**config.mk**
```make
export PLATFORM = sky130hd
export DESIGN_NAME = sfp_accum
export DESIGN_NICKNAME = d
export VERILOG_FILES = /design/src/rtl/sfp_accum_pkg.sv /design/src/rtl/sfp_lane.sv /design/src/rtl/sfp_accum.sv
export SDC_FILE = /design/constraint.sdc
export NUM_CORES = 2
export LEC_CHECK = 0
export ABC_CLOCK_PERIOD_IN_PS = 21300
export BUFFER_PORTS_ARGS = -buffer_cell sky130_fd_sc_hd__buf_2
export CAP_MARGIN = 20
export CORE_ASPECT_RATIO = 0.8
export CORE_MARGIN = 5
export CORE_UTILIZATION = 25
export DETAILED_ROUTE_END_ITERATION = 7
export RECOVER_POWER = 50
export SYNTH_ARGS = -nofsm -noshare
export SYNTH_HDL_FRONTEND = slang
export SYNTH_HIERARCHICAL = 1
export SYNTH_SLANG_ARGS = --single-unit
```
**constraint.sdc**
```tcl
create_clock -name clk -period 21.3 [get_ports clk]
set_input_delay 2.13 -clock clk [delete_from_list [all_inputs] [get_ports clk]]
set_output_delay 2.13 -clock clk [all_outputs]
set_load 0.03 [all_outputs]
```
**src/rtl/sfp_accum_pkg.sv**
```systemverilog
// Shared types and defaults for the SFP partial-sum accumulator.
package sfp_accum_pkg;

  typedef enum logic [1:0] {
    IDLE  = 2'd0,
    ACCUM = 2'd1,
    DRAIN = 2'd2,
    DONE  = 2'd3
  } state_t;

  localparam int PSUM_BW_DEFAULT = 16;
  localparam int COL_DEFAULT     = 8;
  localparam int DEPTH_DEFAULT   = 16;

  // Low bit index of a lane inside a packed col-lane vector.
  function automatic int lane_lo(input int lane, input int bw);
    return lane * bw;
  endfunction

endpackage

```
**src/rtl/sfp_lane.sv**
```systemverilog
// One accumulator lane: overwrite-or-add on the write side, optional ReLU on
// the read side. Build option: SFP_RELU_EN clamps negative results to zero.
module sfp_lane
  import sfp_accum_pkg::*;
#(
  parameter int bw = PSUM_BW_DEFAULT
) (
  input  logic          first_pass,
  input  logic [bw-1:0] acc_lane,
  input  logic [bw-1:0] in_lane,
  input  logic [bw-1:0] rd_lane,
  output logic [bw-1:0] sum_lane,
  output logic [bw-1:0] out_lane
);

  // Pass 0 overwrites; later passes add. Two's-complement add wraps mod 2^bw.
  // NOTE: every output of an always_comb is assigned on every path, so no latch is inferred.
  always_comb begin
    sum_lane = first_pass ? in_lane : acc_lane + in_lane;
  end

  // Read-side transform; accumulation above never sees it.
  always_comb begin
`ifdef SFP_RELU_EN
    out_lane = rd_lane[bw-1] ? '0 : rd_lane;
`else
    out_lane = rd_lane;
`endif
  end

endmodule

```
**src/rtl/sfp_accum.sv**
```systemverilog
// Multi-pass vector accumulator fed from the corelet OFIFO, drained through a
// valid/ready result port. Build option: SFP_RELU_EN (ReLU on drained lanes).
module sfp_accum
  import sfp_accum_pkg::*;
#(
  parameter int psum_bw = PSUM_BW_DEFAULT,
  parameter int col     = COL_DEFAULT,
  parameter int depth   = DEPTH_DEFAULT
) (
  input  logic                     clk,
  input  logic                     reset,
  input  logic                     i_start,
  input  logic [3:0]               cfg_passes,
  input  logic [$clog2(depth):0]   cfg_len,
  input  logic [psum_bw*col-1:0]   in_data,
  input  logic                     in_valid,
  output logic                     o_rd,
  output logic [psum_bw*col-1:0]   out_data,
  output logic                     out_valid,
  input  logic                     out_ready,
  output logic                     o_busy,
  output logic                     o_done
);

  localparam int AW = (depth > 1) ? $clog2(depth) : 1;
  localparam int LW = $clog2(depth) + 1;
  localparam int VW = psum_bw * col;

  typedef logic [VW-1:0] vec_t;

  state_t        state;
  logic [3:0]    passes_q;
  logic [3:0]    pass_q;
  logic [LW-1:0] len_q;
  logic [AW-1:0] addr;
  logic [AW-1:0] rd_addr;
  logic [AW-1:0] rd_sel;
  vec_t          acc [depth];
  vec_t          acc_cur;
  vec_t          acc_rd;
  vec_t          sum_vec;
  vec_t          out_vec;
  logic          consume;
  logic          first_pass;
  logic          last_addr;
  logic          last_pass;
  logic          last_rd;

  assign consume    = (state == ACCUM) && in_valid && !reset;
  assign o_rd       = consume;
  assign first_pass = (pass_q == 4'd0);
  assign last_addr  = (LW'(addr) == len_q - LW'(1));
  assign last_pass  = (pass_q == passes_q - 4'd1);
  assign last_rd    = (LW'(rd_addr) == len_q - LW'(1));
  // While a result is held, prefetch the next entry so a transfer can reload at once.
  assign rd_sel     = out_valid ? rd_addr + AW'(1) : rd_addr;
  assign acc_cur    = acc[addr];
  assign acc_rd     = acc[rd_sel];

  for (genvar i = 0; i < col; i++) begin : g_lane
    sfp_lane #(.bw(psum_bw)) u_lane (
      .first_pass (first_pass),
      .acc_lane   (acc_cur[lane_lo(i, psum_bw) +: psum_bw]),
      .in_lane    (in_data[lane_lo(i, psum_bw) +: psum_bw]),
      .rd_lane    (acc_rd[lane_lo(i, psum_bw) +: psum_bw]),
      .sum_lane   (sum_vec[lane_lo(i, psum_bw) +: psum_bw]),
      .out_lane   (out_vec[lane_lo(i, psum_bw) +: psum_bw])
    );
  end

  // Accumulator storage, written once per consumed vector.
  // NOTE: the array has no reset; pass 0 overwrites every entry before it can be read.
  always_ff @(posedge clk) begin
    if (consume) acc[addr] <= sum_vec;
  end

  // Job FSM with counters and registered result/status outputs.
  // NOTE: all state here uses non-blocking assignment so every register samples pre-edge values.
  always_ff @(posedge clk) begin
    if (reset) begin
      state     <= IDLE;
      passes_q  <= '0;
      pass_q    <= '0;
      len_q     <= '0;
      addr      <= '0;
      rd_addr   <= '0;
      out_data  <= '0;
      out_valid <= 1'b0;
      o_busy    <= 1'b0;
      o_done    <= 1'b0;
    end else begin
      o_done <= 1'b0;
      case (state)
        IDLE: begin
          if (i_start) begin
            passes_q <= (cfg_passes == 4'd0) ? 4'd1 : cfg_passes;
            len_q    <= (cfg_len == '0 || cfg_len > LW'(depth)) ? LW'(depth) : cfg_len;
            addr     <= '0;
            pass_q   <= '0;
            rd_addr  <= '0;
            o_busy   <= 1'b1;
            state    <= ACCUM;
          end
        end
        ACCUM: begin
          if (consume) begin
            if (last_addr) begin
              addr   <= '0;
              pass_q <= pass_q + 4'd1;
              if (last_pass) begin
                rd_addr <= '0;
                state   <= DRAIN;
              end
            end else begin
              addr <= addr + AW'(1);
            end
          end
        end
        DRAIN: begin
          if (!out_valid) begin
            out_data  <= out_vec;
            out_valid <= 1'b1;
          end else if (out_ready) begin
            if (last_rd) begin
              out_valid <= 1'b0;
              o_done    <= 1'b1;
              state     <= DONE;
            end else begin
              rd_addr  <= rd_addr + AW'(1);
              out_data <= out_vec;
            end
          end
        end
        DONE: begin
          o_busy <= 1'b0;
          state  <= IDLE;
        end
        default: state <= IDLE;
      endcase
    end
  end

endmodule

```
After elaboration in Yosys (flattened, before gate mapping). Memory sizes are Yosys's and may differ from the RTL's. A register that Yosys moved wholly into a read port is not among the register bits. Cells that the tools add are included.

Bits in registers: 154. RAM bits: 2048. Input port bits: 142. Output and inout port bits: 132. Word-level logic and storage cells: 109. Memories: 1.

Memory list: acc (depth 16, width 128, read ports 2, clocked after Yosys merged registers in 1, write ports 1, RTL line sfp_accum.sv:38) `vec_t acc [depth];`.

$add $sub $neg: 13. Magnitude comparators: 1. Equality and inequality tests: 16. Multiplexer cells: 46. Bitwise gates (word level): 3. Reductions and logical operators: 19.

Operators with widths (count): $mux 128 (3); $add 16x16->16 (8); $mux 16 (8); $mux 4 (15); $ne 2x2->1 const B (9); $pmux 4 s2 (2); $mux 2 (7); $add 4x1->4 const B (3); $pmux 4 s3 (1); $eq 4x5->1 (2); $logic_not 4->1 (2); $pmux 2 s4 (1); $reduce_and 8->1 (1); $mux 1 (7); $reduce_and 7->1 (1); $reduce_and 3->1 (2); $gt 5x5->1 const B (1); $logic_not 5->1 (1); $mux 5 (1); $sub 5x1->5 const B (1); $eq 2x2->1 const B (2); $eq 4x4->1 (1); $reduce_and 2->1 (2); $reduce_and 4->1 (1); other kinds (12) (16).

Depth between registers and ports, before layout.
Depth after elaboration: 7. Depth in mapped cells: 15.

Cells and area by module. Netlist, hierarchy kept.

By module, submodules not included: sfp_accum (instances 1, cells an instance 4928, area each 100670.3 sq um, sequential area each 64662.0 sq um); sfp_lane (instances 8, cells an instance 153, area each 1116.1 sq um, sequential area each 0.0 sq um).

Worst setup path after synthesis. No wires, ideal clock.

Path kind: input-to-reg. Start point: input port reset. End point: memory acc[0][0] in the netlist's numbering (enable). Arrival time: 11.874 ns. Data required time: 20.529 ns. Setup slack: 8.654 ns. Cell stages on the path: 5. Cell sequence: clkbuf_1 nand2b_1 nor2_1 nand2_1 nor3_1.

Longest elaborated chain between the ends: 4.

Ends and longest elaborated chain: start, declared (RTL line sfp_accum.sv:11) `input logic reset,`; $logic_not 1->1 (RTL line sfp_accum.sv:49) `assign consume = (state == ACCUM) && in_valid && !reset;`; $logic_and 1x1->1 (RTL line sfp_accum.sv:49); named net o_rd (RTL line sfp_accum.sv:17) `output logic o_rd,`; $mux 1 (RTL line sfp_accum.sv:74) `if (consume) acc[addr] <= sum_vec;`; $mux 1 (implied by the code) (RTL line sfp_accum.sv:74); end, declared (RTL line sfp_accum.sv:38).

The timed path passes the listed nets, and every way through them passes these cells.

Worst setup path in the final report.
Start point: input port reset. End point: memory acc[1][49] in the netlist's numbering (enable).

Longest elaborated chain between the ends: 4.

Ends and longest elaborated chain (RTL line): $logic_not 1->1 (sfp_accum.sv:49); $logic_and 1x1->1 (sfp_accum.sv:49); $mux 1 (sfp_accum.sv:74); $mux 1 (implied by the code) (sfp_accum.sv:74).

No other way between the ends.

==> impl_metrics.env <==
export IMPL_post_cts_buffers=0
export IMPL_utilization=0.2834
export IMPL_drtAntennaViolNets=0
export IMPL_grt_pass1_wl_mm=481.9
export IMPL_tns_ps=0
export IMPL_fill_cells=42903
export IMPL_grt_max_degree=127
export IMPL_viasPerCell=5.149
export IMPL_max_slew_margin_rel=-5.406
export IMPL_async_reset_ff_frac=0
export IMPL_cts_root_buffer="clkbuf_16"
export IMPL_switching_power_mw=3.510
export IMPL_worst_slack_ps=7577
export IMPL_antenna_found_initial=68
export IMPL_violations="capacitance limit, slew limit"
export IMPL_rsz0062_at_grt="false"
export IMPL_drt_iter0_drc=7020
export IMPL_tightest_slew_ps=9608
export IMPL_numCtsBuffers=215
export IMPL_syn_area_um2=109600
export IMPL_period_share=0.6443
export IMPL_power_frac_clock=0.323
export IMPL_vdd_drop_max_mv=0.07540
export IMPL_cts_resized=0
export IMPL_slew_violations=2223
export IMPL_path_clk_slew_ps=60
export IMPL_power_leakage_nw=38.26
export IMPL_clk_path_buf_depth=4
export IMPL_reg2reg_slack_ps=9730
export IMPL_hold_start="passes_q[3]"
export IMPL_start_kind="input port"
export IMPL_p_sw_frac=0.2902
export IMPL_status="finished, violations left"
export IMPL_yosys_warnings=6
export IMPL_hp_class="reg2reg"
export IMPL_fin_skew_ps=54.30
export IMPL_grt_pass1_vias=64377
export IMPL_synth_seq_area_share=0.5900
export IMPL_core_area_um2=436900
export IMPL_critical_path_endpoint_type="flop"
export IMPL_period_needed_ps=13720
export IMPL_ys_flop_type="edfxtp_1"
export IMPL_synthCells=6152
export IMPL_pre_cts_ws_ps=14040
export IMPL_area_growth_pct=12.95
export IMPL_die_area_um2=451800
export IMPL_synth_edf_count=2048
export IMPL_holdPathStages=2
export IMPL_pwr_share_seq=0.430
export IMPL_gp_congestion=0.8249
export IMPL_p_per_area_nw_per_um2=97.70
export IMPL_drt_pass1_iter_count=6
export IMPL_finalSetupViolations=0
export IMPL_start_util=0.2509
export IMPL_cts_sinks=2206
export IMPL_max_freq_mhz=72.87
export IMPL_combPwrFrac=0.247
export IMPL_maxCapViolations=56
export IMPL_crit_type="in2reg"
export IMPL_syn_area_per_cell_um2=17.82
export IMPL_crit_fanout=78
export IMPL_fin_nets=6580
export IMPL_fp_dieW_um=750.3
export IMPL_hold_path_end="passes_q[3]"
export IMPL_worst_r2r_endpoint="acc[1][60]"
export IMPL_reg2regPathDepth=13
export IMPL_final_layout_size_suffix_gt1_frac=0.2928
export IMPL_wirelength_mm=338.0
export IMPL_worstPathRequired_ps=21510
export IMPL_grt_usage=0.1455
export IMPL_hold_viol=0
export IMPL_crit_arrival_ps=13930
export IMPL_ys_seq_elements=2206
export IMPL_post_route_drc_count=0
export IMPL_p_int_mw=8.585
export IMPL_hpwl_mm=198.0
export IMPL_fin_total_pwr_mw=12.09
export IMPL_grt_overflow=0
export IMPL_ios=274
export IMPL_wl_per_cell_um=27.50
export IMPL_port_buffers=273
export IMPL_fp_dieH_um=602.2
export IMPL_synth_distinct_cells=68
export IMPL_clk_latency_ps=890
export IMPL_vias=63276
export IMPL_cts_tree="done"
export IMPL_h_tree_depth=4
export IMPL_postCtsHoldBufs=0
export IMPL_syn_num_nets=6437
export IMPL_rows=217
registers in the layout, indices dropped and copies added, names as in the netlist, 2 cells and up, named ones only:
name and cells:
acc 2048, addr 4, len_q 5, out_data 128, pass_q 4, passes_q 4
rd_addr 4, state 2
area by class of cell:
type | count | area (um2) | share of cell area
antenna | 15 | 37.54 | 0.0003032
clock buffer | 260 | 5689 | 0.04596
clock inverter | 134 | 1374 | 0.01110
inverter | 59 | 221.5 | 0.001789
multi-input combinational | 3338 | 41930 | 0.3387
sequential | 2206 | 64680 | 0.5225
tap | 5803 | 7261 | 0.05865
timing repair buffer | 475 | 2592 | 0.02094
worst max path at each step:
stage / to / slack [ps] / start
after global placement: acc[10][6] / 13960 / flop
after global routing: acc[3][41] / 7100 / reset
after detailed placement: acc[12][14] / 14040 / flop
after CTS: acc[10][14] / 14020 / flop
after floorplan: acc[0][0] / 8650 / reset
final: acc[1][49] / 7580 / reset
logic make-up after synthesis:
group	share of synthesized area
flip-flops	0.5900
AND/OR/NAND/NOR	0.03231
buffers and inverters	0.02881
AO/OA/AOI/OAI	0.04625
multiplexers	0.2753
XOR/XNOR	0.01048
adder cells (fa/ha/maj)	0.01687
synth_stat cells, types with 18 or more instances:
cell type	number	area [um2]
nand3_1	36	180.2
mux2_2	24	270.3
xor2_1	78	683.2
ha_1	135	1689
o21ai_1	65	325.3
nor2_1	209	784.5
buf_2	106	530.5
inv_1	59	221.5
buf_1	70	262.8
dfxtp_1	158	3163
mux4_2	1163	26190
nor2b_1	107	669.4
a21oi_1	199	996.0
a211oi_1	127	953.4
o21ai_0	104	520.5
a21o_1	34	255.2
o211ai_1	18	135.1
xnor2_1	46	402.9
mux2i_1	369	3694
edfxtp_1	2048	61500
nor3_1	18	90.09
clkbuf_1	190	713.2
a31oi_1	50	312.8
nand2_1	292	1096
buf_4	160	1201
worst max-delay path, cell delays in order:
cell,delay (ps)
clkbuf_1,1660
nand2b_1,770
nor2_1,300
nand2_1,250
nor3_2,150
clkbuf_1,2480
clkbuf_1,6000
routing by layer:
layer | wire length, um | share of wire | GRT usage | up-vias
met5 | 266 | 0.00079 | 0 | -
met3 | 29060 | 0.086 | 0.02847 | 543
met2 | 162200 | 0.48 | 0.2389 | 3172
li1 | - | - | - | 25834
met1 | 138700 | 0.41 | 0.1994 | 33689
met4 | 7790 | 0.023 | 0.03119 | 38
power by group through the flow:
stage	registers (mW)	clock network (mW)	logic [mW]
detailed placement	5.29	0	3.01
finish	5.20	3.91	2.99
CTS	5.20	4.00	3.02
global route	5.21	4.19	3.23
global placement	5.29	0	2.95
floorplan	5.33	0	2.20
metrics by stage:
step	std cells	cell area [um2]	hold slack [ps]
finish	12290	123800	481.4
global route	12279	123800	510.3
CTS	12262	124200	485.5
detailed placement	11868	117200	475.2
global placement	11863	117100	468.7
floorplan	6152	109600	449.4
cells in the final DEF, fill, tap and decap left out, types with 9 or more instances in the layout:
| cell type | count |
|---|---|
| nor2b_1 | 107 |
| inv_1 | 59 |
| o21a_1 | 9 |
| and3b_1 | 17 |
| a211oi_1 | 127 |
| o21ai_0 | 105 |
| a21oi_1 | 199 |
| clkinv_2 | 38 |
| buf_4 | 131 |
| edfxtp_1 | 2048 |
| nand2b_1 | 15 |
| clkbuf_16 | 215 |
| clkinvlp_4 | 12 |
| o221ai_1 | 16 |
| buf_2 | 143 |
| ha_1 | 134 |
| o211ai_1 | 18 |
| a31oi_1 | 50 |
| o21ai_1 | 64 |
| a21oi_2 | 16 |
| xnor2_1 | 45 |
| clkbuf_1 | 220 |
| bufinv_16 | 25 |
| clkbuf_8 | 16 |
| nor2_1 | 204 |
| nand4_1 | 12 |
| clkinv_1 | 45 |
| mux2i_1 | 368 |
| nand3_1 | 36 |
| dfxtp_1 | 152 |
| o21bai_1 | 17 |
| o211a_1 | 16 |
| nor3b_1 | 14 |
| nand2_1 | 292 |
| xor2_1 | 76 |
| a21o_1 | 34 |
| mux4_2 | 1163 |
| nor3_1 | 16 |
| mux2_2 | 16 |
| diode_2 | 15 |
No activity file was read; power rests on OpenSTA's default activity.
